$ cat config.mk
export PLATFORM = sky130hd
export DESIGN_NAME = alu_chain_ctrl_flat
export DESIGN_NICKNAME = d
export VERILOG_FILES = /design/src/rtl/alu_chain_ctrl_if.sv /design/src/rtl/alu_chain_ctrl.sv /design/src/flat_wrapper.sv
export SDC_FILE = /design/constraint.sdc
export NUM_CORES = 1
export LEC_CHECK = 0
export BUFFER_PORTS_ARGS = -buffer_cell sky130_fd_sc_hd__buf_2
export CAP_MARGIN = 20
export CORE_ASPECT_RATIO = 1.1
export CORE_MARGIN = 3
export CORE_UTILIZATION = 48
export DETAILED_ROUTE_END_ITERATION = 12
export PLACE_DENSITY_LB_ADDON = 0.2
export SLEW_MARGIN = 30
export SYNTH_ARGS = -nofsm -noshare
export SYNTH_HDL_FRONTEND = slang
export SYNTH_SLANG_ARGS = --single-unit
export TNS_END_PERCENT = 100
$ cat constraint.sdc
create_clock -name clk -period 1.5 [get_ports clk]
set_input_delay 0.225 -clock clk [delete_from_list [all_inputs] [get_ports clk]]
set_output_delay 0.225 -clock clk [all_outputs]
set_load 0.05 [all_outputs]
$ cat src/rtl/alu_chain_ctrl_if.sv
// Host-side request/response bundle for alu_chain_ctrl.
// master = control unit / testbench, slave = the sequencer.
interface alu_chain_ctrl_if #(
  parameter int unsigned NIBBLES = 4
);
  localparam int unsigned W = 4 * NIBBLES;

  logic         start;
  logic [2:0]   op_in;
  logic [W-1:0] a_in;
  logic [W-1:0] b_in;
  logic         cin_in;
  logic         busy;
  logic         done;
  logic [W-1:0] result;
  logic         carry;
  logic         zero;
  logic         sign;

  modport master (
    output start, op_in, a_in, b_in, cin_in,
    input  busy, done, result, carry, zero, sign
  );

  modport slave (
    input  start, op_in, a_in, b_in, cin_in,
    output busy, done, result, carry, zero, sign
  );
endinterface

$ cat src/rtl/alu_chain_ctrl.sv
// Nibble-serial sequencer for a 4-bit combinational ALU: issues a wide
// operation LSB nibble first, chains the carry for arithmetic ops and
// assembles the wide result with aggregate carry/zero/sign flags.
module alu_chain_ctrl #(
  parameter int unsigned NIBBLES = 4
) (
  input  logic         clk,
  input  logic         reset_n,
  alu_chain_ctrl_if.slave host,
  output logic [3:0]   alu_a,
  output logic [3:0]   alu_b,
  output logic         alu_cin,
  output logic [2:0]   alu_op,
  input  logic [3:0]   alu_r,
  input  logic         alu_carry,
  input  logic         alu_zero,
  input  logic         alu_sign
);

  localparam int unsigned W  = 4 * NIBBLES;
  localparam int unsigned WR = W - 4;
  localparam int unsigned IW = $clog2(NIBBLES);

  typedef enum logic [1:0] {
    S_IDLE,
    S_RUN,
    S_DONE
  } state_t;

  state_t r_state;
  state_t w_state_next;

  logic [W-1:0]  r_a;
  logic [W-1:0]  r_b;
  logic [2:0]    r_op;
  logic          r_cin;
  logic [IW-1:0] r_idx;
  logic          r_carry;
  logic          r_zacc;
  logic [WR-1:0] r_wres;

  logic [W-1:0]  r_result;
  logic          r_cout;
  logic          r_zero;
  logic          r_sign;

  logic          w_busy;
  logic          w_done;
  logic          w_run;
  logic          w_last;
  logic [3:0]    w_a_nib;
  logic [3:0]    w_b_nib;

  assign w_last = (r_idx == IW'(NIBBLES - 1));

  // State register; reset aborts any operation in flight.
  always_ff @(posedge clk or negedge reset_n) begin
    if (!reset_n) begin
      r_state <= S_IDLE;
    end else begin
      r_state <= w_state_next;
    end
  end

  // Next-state and handshake decode.
  always_comb begin
    w_state_next = r_state;
    w_busy       = 1'b0;
    w_done       = 1'b0;
    w_run        = 1'b0;
    case (r_state)
      S_IDLE: begin
        if (host.start) begin
          w_state_next = S_RUN;
        end
      end
      S_RUN: begin
        w_busy = 1'b1;
        w_run  = 1'b1;
        if (w_last) begin
          w_state_next = S_DONE;
        end
      end
      S_DONE: begin
        w_busy       = 1'b1;
        w_done       = 1'b1;
        w_state_next = S_IDLE;
      end
      default: begin
        w_state_next = S_IDLE;
      end
    endcase
  end

  // Select the current operand nibbles from the latched operands.
  always_comb begin
    w_a_nib = '0;
    w_b_nib = '0;
    for (int unsigned k = 0; k < NIBBLES; k++) begin
      if (r_idx == IW'(k)) begin
        w_a_nib = r_a[4*k +: 4];
        w_b_nib = r_b[4*k +: 4];
      end
    end
  end

  // Operand latch, per-nibble accumulation and final result capture.
  always_ff @(posedge clk or negedge reset_n) begin
    if (!reset_n) begin
      r_a      <= '0;
      r_b      <= '0;
      r_op     <= '0;
      r_cin    <= 1'b0;
      r_idx    <= '0;
      r_carry  <= 1'b0;
      r_zacc   <= 1'b0;
      r_wres   <= '0;
      r_result <= '0;
      r_cout   <= 1'b0;
      r_zero   <= 1'b0;
      r_sign   <= 1'b0;
    end else begin
      case (r_state)
        S_IDLE: begin
          if (host.start) begin
            r_a     <= host.a_in;
            r_b     <= host.b_in;
            r_op    <= host.op_in;
            r_cin   <= host.cin_in;
            r_idx   <= '0;
            r_carry <= host.cin_in;
            r_zacc  <= 1'b1;
          end
        end
        S_RUN: begin
          // The top nibble goes straight into the result, so only the
          // lower NIBBLES-1 nibbles need a working slot.
          for (int unsigned k = 0; k < NIBBLES - 1; k++) begin
            if (r_idx == IW'(k)) begin
              r_wres[4*k +: 4] <= alu_r;
            end
          end
          r_zacc <= r_zacc & alu_zero;
          if (!r_op[2]) begin
            r_carry <= alu_carry;
          end
          if (w_last) begin
            r_result <= {alu_r, r_wres};
            r_cout   <= ~r_op[2] & alu_carry;
            r_zero   <= r_zacc & alu_zero;
            r_sign   <= alu_sign;
            r_idx    <= '0;
          end else begin
            r_idx <= r_idx + 1'b1;
          end
        end
        default: begin
        end
      endcase
    end
  end

  assign alu_a   = w_run ? w_a_nib : '0;
  assign alu_b   = w_run ? w_b_nib : '0;
  assign alu_op  = w_run ? r_op    : '0;
  assign alu_cin = w_run ? (r_op[2] ? r_cin : r_carry) : 1'b0;

  assign host.busy   = w_busy;
  assign host.done   = w_done;
  assign host.result = r_result;
  assign host.carry  = r_cout;
  assign host.zero   = r_zero;
  assign host.sign   = r_sign;

endmodule
$ cat src/flat_wrapper.sv
// flat-port wrapper written by rule: the top's interface ports become plain ports
module alu_chain_ctrl_flat 
#(
  parameter int unsigned NIBBLES = 4
)
  (clk, reset_n, alu_a, alu_b, alu_cin, alu_op, alu_r, alu_carry, alu_zero, alu_sign, host_start, host_op_in, host_a_in, host_b_in, host_cin_in, host_busy, host_done, host_result, host_carry, host_zero, host_sign);
  alu_chain_ctrl_if #(.NIBBLES(NIBBLES)) host_i ();
  input  logic clk;
  input  logic reset_n;
  output logic [3:0] alu_a;
  output logic [3:0] alu_b;
  output logic alu_cin;
  output logic [2:0] alu_op;
  input  logic [3:0] alu_r;
  input  logic alu_carry;
  input  logic alu_zero;
  input  logic alu_sign;
  input wire logic [$bits(host_i.start)-1:0] host_start;
  input wire logic [$bits(host_i.op_in)-1:0] host_op_in;
  input wire logic [$bits(host_i.a_in)-1:0] host_a_in;
  input wire logic [$bits(host_i.b_in)-1:0] host_b_in;
  input wire logic [$bits(host_i.cin_in)-1:0] host_cin_in;
  output wire logic [$bits(host_i.busy)-1:0] host_busy;
  output wire logic [$bits(host_i.done)-1:0] host_done;
  output wire logic [$bits(host_i.result)-1:0] host_result;
  output wire logic [$bits(host_i.carry)-1:0] host_carry;
  output wire logic [$bits(host_i.zero)-1:0] host_zero;
  output wire logic [$bits(host_i.sign)-1:0] host_sign;
  assign host_i.start = host_start;
  assign host_i.op_in = host_op_in;
  assign host_i.a_in = host_a_in;
  assign host_i.b_in = host_b_in;
  assign host_i.cin_in = host_cin_in;
  assign host_busy = host_i.busy;
  assign host_done = host_i.done;
  assign host_result = host_i.result;
  assign host_carry = host_i.carry;
  assign host_zero = host_i.zero;
  assign host_sign = host_i.sign;
  alu_chain_ctrl #(.NIBBLES(NIBBLES)) u_core (.clk(clk), .reset_n(reset_n), .host(host_i), .alu_a(alu_a), .alu_b(alu_b), .alu_cin(alu_cin), .alu_op(alu_op), .alu_r(alu_r), .alu_carry(alu_carry), .alu_zero(alu_zero), .alu_sign(alu_sign));
endmodule
==> flow_summary.ini <==
[status]
status = finished with violations
violations = setup timing

[routing]
wirelength_um = 11000
wl_per_cell_um = 22.0
drtAntennaViolNets = 0
drc = 0
vias = 2773
firstDrtPassIters = 4
via_per_inst = 5.53
first_iter_violations = 122

[clock_network]
clkTransAtPathRegs_ns = 0.08
htreeDepth = 3
cts.sinks = 73
cts_tree = built
clkLatencyLatePin_ns = 0.36
cts_buffers = 9
cts.path.max_buffers = 2
clockRootBuffer = clkbuf_8

[synthesis]
ys_types = 23
ys_seq_elements = 73
synth_most_common_cell = dfrtp_1
syn_area_um2 = 3330
synthTopCellsByArea = dfrtp_1, mux2_2, mux2_4
yosys.area.top_type_share_pct = 54.8
async_reset_ff_share_pct = 100
synth_top_cells_by_count = dfrtp_1, nand2_1, mux2_2
syn_area_per_cell_um2 = 11.7
synth_largest_area_cell = dfrtp_1
synth_edf_count = 0
yosysWarnings = 0
synthCells = 284
synthFlopType = dfrtp_1
synth_fp_nets = 338
ys_seq_area_share_pct = 54.8

[setup_path]
worstSetupStartpointType = flop
end_kind = output pin
worstReg2RegEnd = u_core.r_a[1]
worst_ep_arrival_time_ns = 1.86
crit_path_max_fanout = 4
cpMostUsedCell = buf_6
crit_family = buffers and inverters
critical_path_buf_inv_count = 4
r2r_slack_ns = -0.13
required_ns = 1.27
reg2reg_from = u_core.r_state[0]
slowest_stage = dfrtp_1
path_cells = inv_2 > buf_4 > ha_4 > buf_6 > a221oi_4 > o21ai_4 > buf_6
slowest_delay_ns = 0.40
rr_worst_depth = 7
crit_type = flop to output pin

[sta]
fin_tns_setup_ns = -8.91
worst_pin_slew_ns = 0.267
clock_skew_ns = 0.00958
setup_violations = 69
slew_violations = 0
finalCritPeriodShare_pct = 139
max-slew-margin-rel_pct = 81.7
layout_min_cycle_time_ns = 2.09
fin_ws_ns = -0.590
rsz0062_at_grt = yes
hold_viol = 0
max_freq_mhz = 478

[layout]
drive_above_1_share_pct = 64.9
area_growth_syn_to_layout_pct = 64.1
num_antenna_cells = 0
fin_nets = 469

[global_routing]
antenna_found_initial = 0
grt_remaining_overflow = 0
grt_pass1_wl_um = 14900
grt_usage_pct = 24.8
grt_pass1_vias = 2766
grt_max_degree = 50

[die]
initial_utilization_pct = 50.0
die_area_um2 = 7980
rows = 31
die_h_um = 93.4
coreArea_um2 = 6670
pin_count = 79
chipWidth_um = 85.5

[min_path]
min-delay-start = alu_sign
whs_endpoint = u_core.host.sign
hold_path.class = input pin to flop
hold_depth = 3

[placed_design]
routabilityCongestion = 0.801
place_hpwl_um = 5420
io_buffers = 78

[flow_run]
drv_cap = 0
-- worst max path at each step --
stage	from	endpoint	slack [ns]	cells past startpoint
4_1_cts	u_core.r_idx[1]	alu_a[0]	-0.51	7
6_report	u_core.r_idx[1]	alu_a[0]	-0.59	7
3_5_place_dp	u_core.r_idx[0]	alu_a[0]	-0.33	5
5_1_grt	u_core.r_idx[1]	alu_a[0]	-0.63	7
2_1_floorplan	u_core.r_state[1]	alu_a[0]	-0.15	7
3_3_place_gp	u_core.r_idx[0]	alu_a[0]	-0.27	5
-- metrics by stage --
step / utilization [%] / instances / setup slack, ns / cell area (um^2) / hold WS (ns)
detailed placement: 62.7 / 456 / -0.334 / 4180 / 0.222
global route: 82.0 / 501 / -0.628 / 5470 / 0.0593
CTS: 77.4 / 492 / -0.509 / 5170 / 0.0743
finish: 82.0 / 501 / -0.590 / 5470 / 0.0622
global placement: 62.7 / 456 / -0.269 / 4180 / 0.220
floorplan: - / 284 / -0.153 / 3520 / -0.0706
-- sequential cells by signal, indices dropped and copies added (netlist names) --
register and flops:
u_core.host.result 16, u_core.r_a 16, u_core.r_b 16, u_core.r_wres 12, u_core.r_op 3, u_core.r_idx 2, u_core.r_state 2, u_core.host.carry 1
u_core.host.sign 1, u_core.host.zero 1, u_core.r_carry 1, u_core.r_cin 1, u_core.r_zacc 1
-- cells in the final DEF (no fill, tap or decap), types with 5 or more instances in the layout --
| cell type | synthesis | routed |
|---|---|---|
| o21ai_2 | 0 | 9 |
| mux2_4 | 17 | 27 |
| nand2_2 | 1 | 8 |
| o21ai_0 | 23 | 5 |
| buf_8 | 0 | 9 |
| nand2_1 | 67 | 52 |
| clkbuf_8 | 0 | 10 |
| ha_4 | 0 | 7 |
| dfrtp_1 | 73 | 72 |
| buf_12 | 0 | 11 |
| nor2b_2 | 0 | 7 |
| a221oi_4 | 0 | 8 |
| buf_4 | 3 | 17 |
| o21ai_4 | 0 | 8 |
| buf_6 | 4 | 28 |
| mux2_2 | 31 | 21 |
| buf_2 | 7 | 64 |
-- layer usage --
| layer | track usage [%] | vias to the layer above | share of wire [%] |
|---|---|---|---|
| met5 | 0 | - | 0 |
| met4 | 11.5 | 0 | 3.2 |
| met3 | 5.11 | 32 | 5.7 |
| met2 | 43.8 | 112 | 53 |
| met1 | 28.7 | 1405 | 38 |
| li1 | - | 1224 | - |
-- tightest hold or removal path: stages --
cell and delay, ns:
buf_2 0.08, nand2_1 0.04, nand2_1 0.05
-- final cells by class --
class                           instances  area, um^2
Timing Repair Buffer                  136        1290
Multi-Input combinational cell        186        1940
Clock inverter                          5         128
Sequential cell                        73        1830
Fill cell                             340        1200
Inverter                                9        41.3
Clock buffer                           10         138
Tap cell                               82         103
-- kinds of logic (layout without fill, tap and decap cells) --
kind of cell | Yosys count | count (layout) | synth area share, %
AO/OA/AOI/OAI | 37 | 37 | 7.13
adder cells (fa/ha/maj) | 8 | 8 | 3.00
buffers and inverters | 25 | 160 | 4.32
flip-flops | 73 | 73 | 54.8
multiplexers | 53 | 53 | 19.6
AND/OR/NAND/NOR | 88 | 88 | 11.1
-- timing repair --
action,in CTS,in global routing
gates cloned,8,2
hold buffers,1,0
endpoints found under the setup margin,82,85
hold endpoints to repair,73,0
resized for setup,120,51
pin swaps,18,16
buffers inserted,13,14
Power is left out: the tool's default activity adds up to more than one toggle a clock period on the data nets, which glitch-free logic cannot reach.
